`src/rtl/pea_pkg.sv`:
```
// Shared types and default widths for the polynomial evaluation accelerator.
package pea_pkg;

  localparam int unsigned PEA_RESULT_WIDTH = 32;
  localparam int unsigned PEA_STATUS_WIDTH = 8;
  localparam int unsigned PEA_COUNT_WIDTH  = 16;
  localparam int unsigned PEA_DESYNC_LIMIT = 8;

  localparam int unsigned STATUS_OK = 0;

  typedef enum logic [1:0] {
    IDLE    = 2'd0,
    FETCH   = 2'd1,
    PRESENT = 2'd2
  } drain_state_t;

endpackage

```
`src/rtl/pea_result_drain_if.sv`:
```
// FIFO-side and sink-side signals of the result drain; master is the drain itself.
interface pea_result_drain_if
  import pea_pkg::*;
#(
  parameter int unsigned RESULT_WIDTH = PEA_RESULT_WIDTH,
  parameter int unsigned STATUS_WIDTH = PEA_STATUS_WIDTH,
  parameter int unsigned COUNT_WIDTH  = PEA_COUNT_WIDTH
);

  logic                    result_empty;
  logic [RESULT_WIDTH-1:0] result_data;
  logic                    result_r_en;
  logic                    status_empty;
  logic [STATUS_WIDTH-1:0] status_data;
  logic                    status_r_en;
  logic                    out_valid;
  logic                    out_ready;
  logic [RESULT_WIDTH-1:0] out_result;
  logic [STATUS_WIDTH-1:0] out_status;
  logic                    out_error;
  logic [COUNT_WIDTH-1:0]  record_count;
  logic [COUNT_WIDTH-1:0]  error_count;
  logic                    desync;

  modport master (
    input  result_empty, result_data, status_empty, status_data, out_ready,
    output result_r_en, status_r_en, out_valid, out_result, out_status,
           out_error, record_count, error_count, desync
  );

  modport slave (
    output result_empty, result_data, status_empty, status_data, out_ready,
    input  result_r_en, status_r_en, out_valid, out_result, out_status,
           out_error, record_count, error_count, desync
  );

endinterface

```
`src/rtl/pea_sat_counter.sv`:
```
// Up-counter that holds at its all-ones value instead of wrapping.
module pea_sat_counter #(
  parameter int unsigned WIDTH = 16
) (
  input  logic             clock,
  input  logic             reset,
  input  logic             clear,
  input  logic             enable,
  output logic [WIDTH-1:0] count
);

  localparam logic [WIDTH-1:0] COUNT_MAX = '1;

  always_ff @(posedge clock or posedge reset) begin
    if (reset) begin
      count <= '0;
    end else if (clear) begin
      count <= '0;
    end else if (enable && (count != COUNT_MAX)) begin
      count <= count + WIDTH'(1);
    end
  end

endmodule

```
`src/rtl/pea_result_drain.sv`:
```
// Pops result and status FIFOs together, pairs them into one record per
// valid/ready transfer, and tracks record/error counts and FIFO desync.
module pea_result_drain
  import pea_pkg::*;
#(
  parameter int unsigned RESULT_WIDTH = PEA_RESULT_WIDTH,
  parameter int unsigned STATUS_WIDTH = PEA_STATUS_WIDTH,
  parameter int unsigned COUNT_WIDTH  = PEA_COUNT_WIDTH,
  parameter int unsigned DESYNC_LIMIT = PEA_DESYNC_LIMIT
) (
  input  logic               clock,
  input  logic               reset,
  pea_result_drain_if.master bus
);

  localparam int unsigned SIDE_WIDTH = $clog2(DESYNC_LIMIT + 1);

  drain_state_t state;
  drain_state_t state_next;

  logic                    both_ready;
  logic                    one_sided;
  logic                    pop;
  logic                    valid;
  logic                    accept;
  logic                    side_inc;
  logic [RESULT_WIDTH-1:0] result_q;
  logic [STATUS_WIDTH-1:0] status_q;
  logic                    error_q;
  logic                    desync_q;
  logic [COUNT_WIDTH-1:0]  record_cnt;
  logic [COUNT_WIDTH-1:0]  error_cnt;
  logic [SIDE_WIDTH-1:0]   side_cnt;

  assign both_ready = !bus.result_empty && !bus.status_empty;
  assign one_sided  = bus.result_empty != bus.status_empty;

  always_ff @(posedge clock or posedge reset) begin
    if (reset) begin
      state <= IDLE;
    end else begin
      state <= state_next;
    end
  end

  always_comb begin
    state_next = state;
    unique case (state)
      IDLE:    if (both_ready) state_next = FETCH;
      FETCH:   state_next = PRESENT;
      PRESENT: if (bus.out_ready) state_next = IDLE;
      default: state_next = IDLE;
    endcase
  end

  // Pop is gated by reset so no FIFO entry is lost while reset is held.
  always_comb begin
    pop   = 1'b0;
    valid = 1'b0;
    unique case (state)
      IDLE:    pop   = both_ready && !reset;
      PRESENT: valid = 1'b1;
      default: ;
    endcase
  end

  assign accept   = valid && bus.out_ready;
  assign side_inc = (state == IDLE) && one_sided;

  // FIFO read data arrives the cycle after the pop, i.e. during FETCH.
  always_ff @(posedge clock or posedge reset) begin
    if (reset) begin
      result_q <= '0;
      status_q <= '0;
      error_q  <= 1'b0;
    end else if (state == FETCH) begin
      result_q <= bus.result_data;
      status_q <= bus.status_data;
      error_q  <= bus.status_data != STATUS_WIDTH'(STATUS_OK);
    end
  end

  pea_sat_counter #(.WIDTH(COUNT_WIDTH)) u_record_count (
    .clock  (clock),
    .reset  (reset),
    .clear  (1'b0),
    .enable (accept),
    .count  (record_cnt)
  );

  pea_sat_counter #(.WIDTH(COUNT_WIDTH)) u_error_count (
    .clock  (clock),
    .reset  (reset),
    .clear  (1'b0),
    .enable (accept && error_q),
    .count  (error_cnt)
  );

  pea_sat_counter #(.WIDTH(SIDE_WIDTH)) u_side_count (
    .clock  (clock),
    .reset  (reset),
    .clear  (!one_sided),
    .enable (side_inc),
    .count  (side_cnt)
  );

  // Flag on the same edge the one-sided run reaches the limit; sticky.
  always_ff @(posedge clock or posedge reset) begin
    if (reset) begin
      desync_q <= 1'b0;
    end else if (side_inc && (side_cnt >= SIDE_WIDTH'(DESYNC_LIMIT - 1))) begin
      desync_q <= 1'b1;
    end
  end

  assign bus.result_r_en  = pop;
  assign bus.status_r_en  = pop;
  assign bus.out_valid    = valid;
  assign bus.out_result   = result_q;
  assign bus.out_status   = status_q;
  assign bus.out_error    = error_q;
  assign bus.record_count = record_cnt;
  assign bus.error_count  = error_cnt;
  assign bus.desync       = desync_q;

endmodule
```
`src/flat_wrapper.sv`:
```
// flat-port wrapper written by rule: the top's interface ports become plain ports
module pea_result_drain_flat import pea_pkg::*;
#(
  parameter int unsigned RESULT_WIDTH = PEA_RESULT_WIDTH,
  parameter int unsigned STATUS_WIDTH = PEA_STATUS_WIDTH,
  parameter int unsigned COUNT_WIDTH  = PEA_COUNT_WIDTH,
  parameter int unsigned DESYNC_LIMIT = PEA_DESYNC_LIMIT
)
  (clock, reset, bus_result_empty, bus_result_data, bus_status_empty, bus_status_data, bus_out_ready, bus_result_r_en, bus_status_r_en, bus_out_valid, bus_out_result, bus_out_status, bus_out_error, bus_record_count, bus_error_count, bus_desync);
  pea_result_drain_if #(.RESULT_WIDTH(RESULT_WIDTH), .STATUS_WIDTH(STATUS_WIDTH), .COUNT_WIDTH(COUNT_WIDTH)) bus_i ();
  input  logic clock;
  input  logic reset;
  input wire logic [$bits(bus_i.result_empty)-1:0] bus_result_empty;
  input wire logic [$bits(bus_i.result_data)-1:0] bus_result_data;
  input wire logic [$bits(bus_i.status_empty)-1:0] bus_status_empty;
  input wire logic [$bits(bus_i.status_data)-1:0] bus_status_data;
  input wire logic [$bits(bus_i.out_ready)-1:0] bus_out_ready;
  output wire logic [$bits(bus_i.result_r_en)-1:0] bus_result_r_en;
  output wire logic [$bits(bus_i.status_r_en)-1:0] bus_status_r_en;
  output wire logic [$bits(bus_i.out_valid)-1:0] bus_out_valid;
  output wire logic [$bits(bus_i.out_result)-1:0] bus_out_result;
  output wire logic [$bits(bus_i.out_status)-1:0] bus_out_status;
  output wire logic [$bits(bus_i.out_error)-1:0] bus_out_error;
  output wire logic [$bits(bus_i.record_count)-1:0] bus_record_count;
  output wire logic [$bits(bus_i.error_count)-1:0] bus_error_count;
  output wire logic [$bits(bus_i.desync)-1:0] bus_desync;
  assign bus_i.result_empty = bus_result_empty;
  assign bus_i.result_data = bus_result_data;
  assign bus_i.status_empty = bus_status_empty;
  assign bus_i.status_data = bus_status_data;
  assign bus_i.out_ready = bus_out_ready;
  assign bus_result_r_en = bus_i.result_r_en;
  assign bus_status_r_en = bus_i.status_r_en;
  assign bus_out_valid = bus_i.out_valid;
  assign bus_out_result = bus_i.out_result;
  assign bus_out_status = bus_i.out_status;
  assign bus_out_error = bus_i.out_error;
  assign bus_record_count = bus_i.record_count;
  assign bus_error_count = bus_i.error_count;
  assign bus_desync = bus_i.desync;
  pea_result_drain #(.RESULT_WIDTH(RESULT_WIDTH), .STATUS_WIDTH(STATUS_WIDTH), .COUNT_WIDTH(COUNT_WIDTH), .DESYNC_LIMIT(DESYNC_LIMIT)) u_core (.clock(clock), .reset(reset), .bus(bus_i));
endmodule
```
`config.mk`:
```
export PLATFORM = sky130hd
export DESIGN_NAME = pea_result_drain_flat
export DESIGN_NICKNAME = d
export VERILOG_FILES = /design/src/rtl/pea_pkg.sv /design/src/rtl/pea_result_drain_if.sv /design/src/rtl/pea_sat_counter.sv /design/src/rtl/pea_result_drain.sv /design/src/flat_wrapper.sv
export SDC_FILE = /design/constraint.sdc
export NUM_CORES = 1
export LEC_CHECK = 0
export ABC_AREA = 0
export BUFFER_PORTS_ARGS = -buffer_cell sky130_fd_sc_hd__buf_2
export CORE_AREA = 5 5 82 141
export DETAILED_ROUTE_END_ITERATION = 10
export DIE_AREA = 0 0 87 146
export SYNTH_ARGS = -nofsm -noshare
export SYNTH_HDL_FRONTEND = slang
export SYNTH_SLANG_ARGS = --single-unit
```
`constraint.sdc`:
```
create_clock -name clock -period 4.4 [get_ports clock]
set_clock_uncertainty 0.05 [all_clocks]
set_input_delay 0.66 -clock clock [delete_from_list [all_inputs] [get_ports clock]]
set_output_delay 0.66 -clock clock [all_outputs]
set_load 0.01 [all_outputs]
```
Word-level counts from Yosys, hierarchy flattened --
Cells that the tools add are included. Widths: inputs -> output; s select.
Storage, ports and cells: flip-flop bits (word level) 80, input bits 45, output and inout bits 77, logic and storage cells 43
Operators by class: add/sub/neg operators 3, $lt $le $gt $ge 1, eq/ne operators 9, mux-type cells 7, reduce and logical (&&, ||, !) cells 15
Operators with widths (number):
- $add 16x1->16 const B | 2
- $ne 16x16->1 const B | 2
- $logic_and 1x1->1 | 9
- $mux 4 | 2
- $reduce_bool 8->1 | 1
- $pmux 2 s3 | 1
- $add 4x1->4 const B | 1
- $ge 4x3->1 const B | 1
- $mux 2 | 2
- $ne 2x2->1 const B | 2
- $ne 4x4->1 const B | 1
- $logic_not 1->1 | 3
- $eq 2x1->1 const B | 1
- $eq 2x2->1 const B | 1
- $logic_not 2->1 | 1
- $mux 1 | 2
- $ne 2x1->1 const B | 1
- $reduce_and 2->1 | 1
- $ne 1x1->1 | 1

Logic depth before layout (Yosys ltp) --
depth after elaboration 5, gate-level depth with buffers 5, gate-level depth less buffers 5

Hierarchy --
From an unflattened synthesis, not the netlist that was laid out.
Second synthesis, totals: cells, all modules 334, area total of the unflattened synthesis 4000.1 um^2
By module, submodules not included:
- pea_result_drain | instances 1, cells each 111, area an instance 1905.6 um^2, sequential area each 1101.1 um^2
- pea_sat_counter at u_core.u_error_count ... | instances 2, cells each 101, area an instance 932.1 um^2, sequential area each 400.4 um^2
- pea_sat_counter at u_core.u_side_count | instances 1, cells each 21, area an instance 230.2 um^2, sequential area each 100.1 um^2

Worst setup path before layout --
No wires, ideal clock.
path type in2out, start point input port reset, end point output port bus_status_r_en, arrival time 2.910 ns, required time 3.690 ns, setup slack 0.780 ns, stages on the path 3, path buffers 1, cells stage by stage inv_1 -> and3_1 -> buf_4
On the way: longest elaborated chain between the ends 3
Ends and longest elaborated chain:
- from (decl) | line flat_wrapper.sv:12 | input logic reset;
- $logic_not 1->1 (no source line)
- $logic_and 1x1->1 | line pea_result_drain.sv:61 | IDLE: pop = both_ready && !reset;
- $mux 1 | line pea_result_drain.sv:60 | unique case (state)
- to (decl) | line flat_wrapper.sv:19 | output wire logic [$bits(bus_i.status_r_en)-1:0] bus_status_r_en;
Every way passes these cells.

Final worst setup path --
Same ends and word-level chain as after synthesis.

==> results.txt <==
Final Cycle Share: 0.557
first-pass GRT wire length: 13000 µm
diode count: 0
Cell Area, Synth: 3500 µm²
Starting Density: 0.342
Period minus WS final: 2.45 ns
Max-slew headroom: 0.301
DR WL/cell: 15.3 µm
Max Clk Rate: 0.408 GHz
post-route cell area: 4550 µm²
final WL: 8050 µm
synthesized area per cell: 13.2 µm²
slew at the pin closest to its max-slew limit: 1.05 ns
synth warn: 0
Post-Route Setup TNS: 0 ns
Async SR Flop Fraction: 1.00
Ports: 122
Pwr Density: 513 nW/µm²
Max Root-Sink Buffers: 2
Setup crit end: bus_status_r_en
clock-pin slew on the worst setup and hold paths: 0.06 ns
layout cells sized above 1: 0.487
Power, Total: 2330 µW
data arrival time of the worst path: 1.74 ns
DR vias/cell: 4.89
PnR worst setup slack: 1.95 ns
gr ovfl total: 0
vias in the first global route: 2669
CTS hold repair buffers: 0
Cell Rows: 49
initial DRC count: 74
Yosys reg bits: 80
Clk Latency, worst-skew pair: 0.33 ns
Resized cells post-CTS: 0
Post-DRT Antenna Nets: 0
max cap viols: 0
DRC viols: 0
Area Growth Syn to Fin: 29.7%
pre-CTS WS: 1.87 ns
post-synthesis sequential area ratio: 0.571
total CTS buffers: 9
setup violators final: 0
Clock Sinks: 80
syn nets: 315
setup bufs post-CTS: 0
reg2reg setup slack: 2.42 ns
FF-to-FF path depth: 5
fin nets: 442
Root Driver: clkbuf_16
DIE WIDTH: 87 µm
worst vdd ir: 0.000212 V
WS Path Type: input pin to primary output
Cells after Synth: 266
placed wire-length estimate: 6000 µm
CTS tree: built
Post-DP Area: 4250 µm²
routed vias: 2569
Fill cells: 952
Reg2Reg Launch Point: u_core.u_record_count.count[0]
Port Buffers: 121
Synth Flop Type: dfrtp_1
Tot GR Track Use: 0.131
max-slew violations: 0
GP Congestion: 0.788
Layout Utilization: 0.444
Tightest Hold Check Type: input pin to asynchronous set/reset pin
chip height: 146 µm
WP data required: 3.69 ns
core area: 10200 µm²
number of flops mapped to enable cells by yosys: 0
status: complete, no violations
RSZ-0062 raised after global routing: no
router iterations before antenna repair: 4
Reg2Reg Capture Point: u_core.u_record_count.count[1]
CP Capture Type: primary output
startpoint class of the critical path: input pin
CTS H-tree lvls: 3
P_leak: 0.00229 µW
CP Max Fanout: 34
Distinct cells, synth: 44
pin count of the biggest net entering global routing: 49
Worst Setup SP: reset
die footprint: 12700 µm²
Hold Fails Final Rpt: 0
antenna violations before repair: 0
-- logic make-up (layout without fill, tap and decap cells) --
kind of cell / Yosys count / count (layout) / share of synthesized area
simple gates: 81 / 81 / 0.155
fa+ha+maj: 4 / 4 / 0.0143
xor+xnor: 29 / 29 / 0.0725
compound gates: 15 / 15 / 0.0300
flops: 80 / 80 / 0.571
buf+inv: 13 / 145 / 0.0164
mux: 44 / 44 / 0.141
-- registers in the layout (all words and copies together) (netlist names) --
name and flops:
u_core.bus.desync 1, u_core.state 2, u_core.bus.out_result 32, u_core.u_error_count.count 16, u_core.bus.out_error 1, u_core.bus.out_status 8, u_core.u_side_count.count 4, u_core.u_record_count.count 16
-- synthesized netlist by cell type (2+ instances only) --
cell type  number  area [µm²]
xor2_1         17         149
nor3b_1         2        15.0
nand4_2         2        25.0
nor4_4          2        42.5
xnor2_1        12         105
ha_1            4        50.1
nor4_1          7        43.8
nor3_1          8        40.0
nand2b_1        4        25.0
mux2_2         42         473
and2_1          2        12.5
a21oi_1         5        25.0
buf_2           4        20.0
dfrtp_1        80        2000
nand4_1        11        68.8
o21ai_0         2        10.0
nand2_1         7        26.3
and4_1          2        17.5
or2_2           2        12.5
nor2_1          9        33.8
nand3_1         9        45.0
and3_1          4        25.0
a311oi_1        2        17.5
inv_1           7        26.3
-- metrics by stage --
step | hold WS (ns) | instances
after floorplan | 0.455 | 266
after global placement | 0.406 | 509
after detailed placement | 0.408 | 509
after CTS | 0.334 | 525
after global routing | 0.373 | 525
final | 0.322 | 525
-- metal layers --
metal	vias up	track usage	routed length (µm)
met2	101	0.215	4010
met5	-	0	0
met3	10	0.0334	643
met4	0	0.0671	164
met1	1244	0.153	3230
li1	1214	-	-
-- area by class of cell --
cell class,count,area (µm²),area share
Inverter,7,27.5,0.00605
Sequential cell,80,2000,0.440
Tap cell,127,159,0.0349
Clock buffer,9,225,0.0495
Multi-Input combinational cell,173,1450,0.318
Timing Repair Buffer,122,613,0.135
Clock inverter,7,72.6,0.0160
-- worst min path at each step --
stage | cells after the start | slack (ns) | from | endpoint
after floorplan | 2 | 0.45 | u_core.u_side_count.count[1] | u_core.u_side_count.count[1]
after global placement | 1 | 0.41 | u_core.bus.desync | u_core.bus.desync
after detailed placement | 1 | 0.41 | u_core.bus.desync | u_core.bus.desync
after CTS | 2 | 0.33 | reset | u_core.bus.out_result[8]
after global routing | 2 | 0.37 | reset | u_core.bus.out_result[8]
final | 2 | 0.32 | reset | u_core.bus.out_result[8]
-- critical path: stages --
cell and delay [ns]:
buf_2 0.09, clkinv_2 0.45, and3_1 0.39, buf_2 0.14
-- report_power, final --
group,switching [µW],internal (µW)
Clock,296,439
Combinational,270,286
Sequential,124,916
Total,690,1640
-- cells in the final DEF, fill, tap and decap left out, types with 2 or more instances in the layout --
cell	n
dfrtp_1	80
a311oi_1	2
mux2_2	42
nor2_1	9
buf_2	121
xnor2_1	12
nor3_1	8
and2_1	2
nand4_2	2
nand4_1	11
a21oi_1	5
o21ai_0	2
inv_1	6
clkinv_2	3
clkbuf_16	9
nor3b_1	2
nand2_1	7
xor2_1	17
nor4_4	2
clkinv_4	2
ha_1	4
nor4_1	7
nand3_1	9
and3_1	4
or2_2	2
and4_1	2
clkinvlp_4	2
nand2b_1	3
Power figures use the tool's default switching activity.
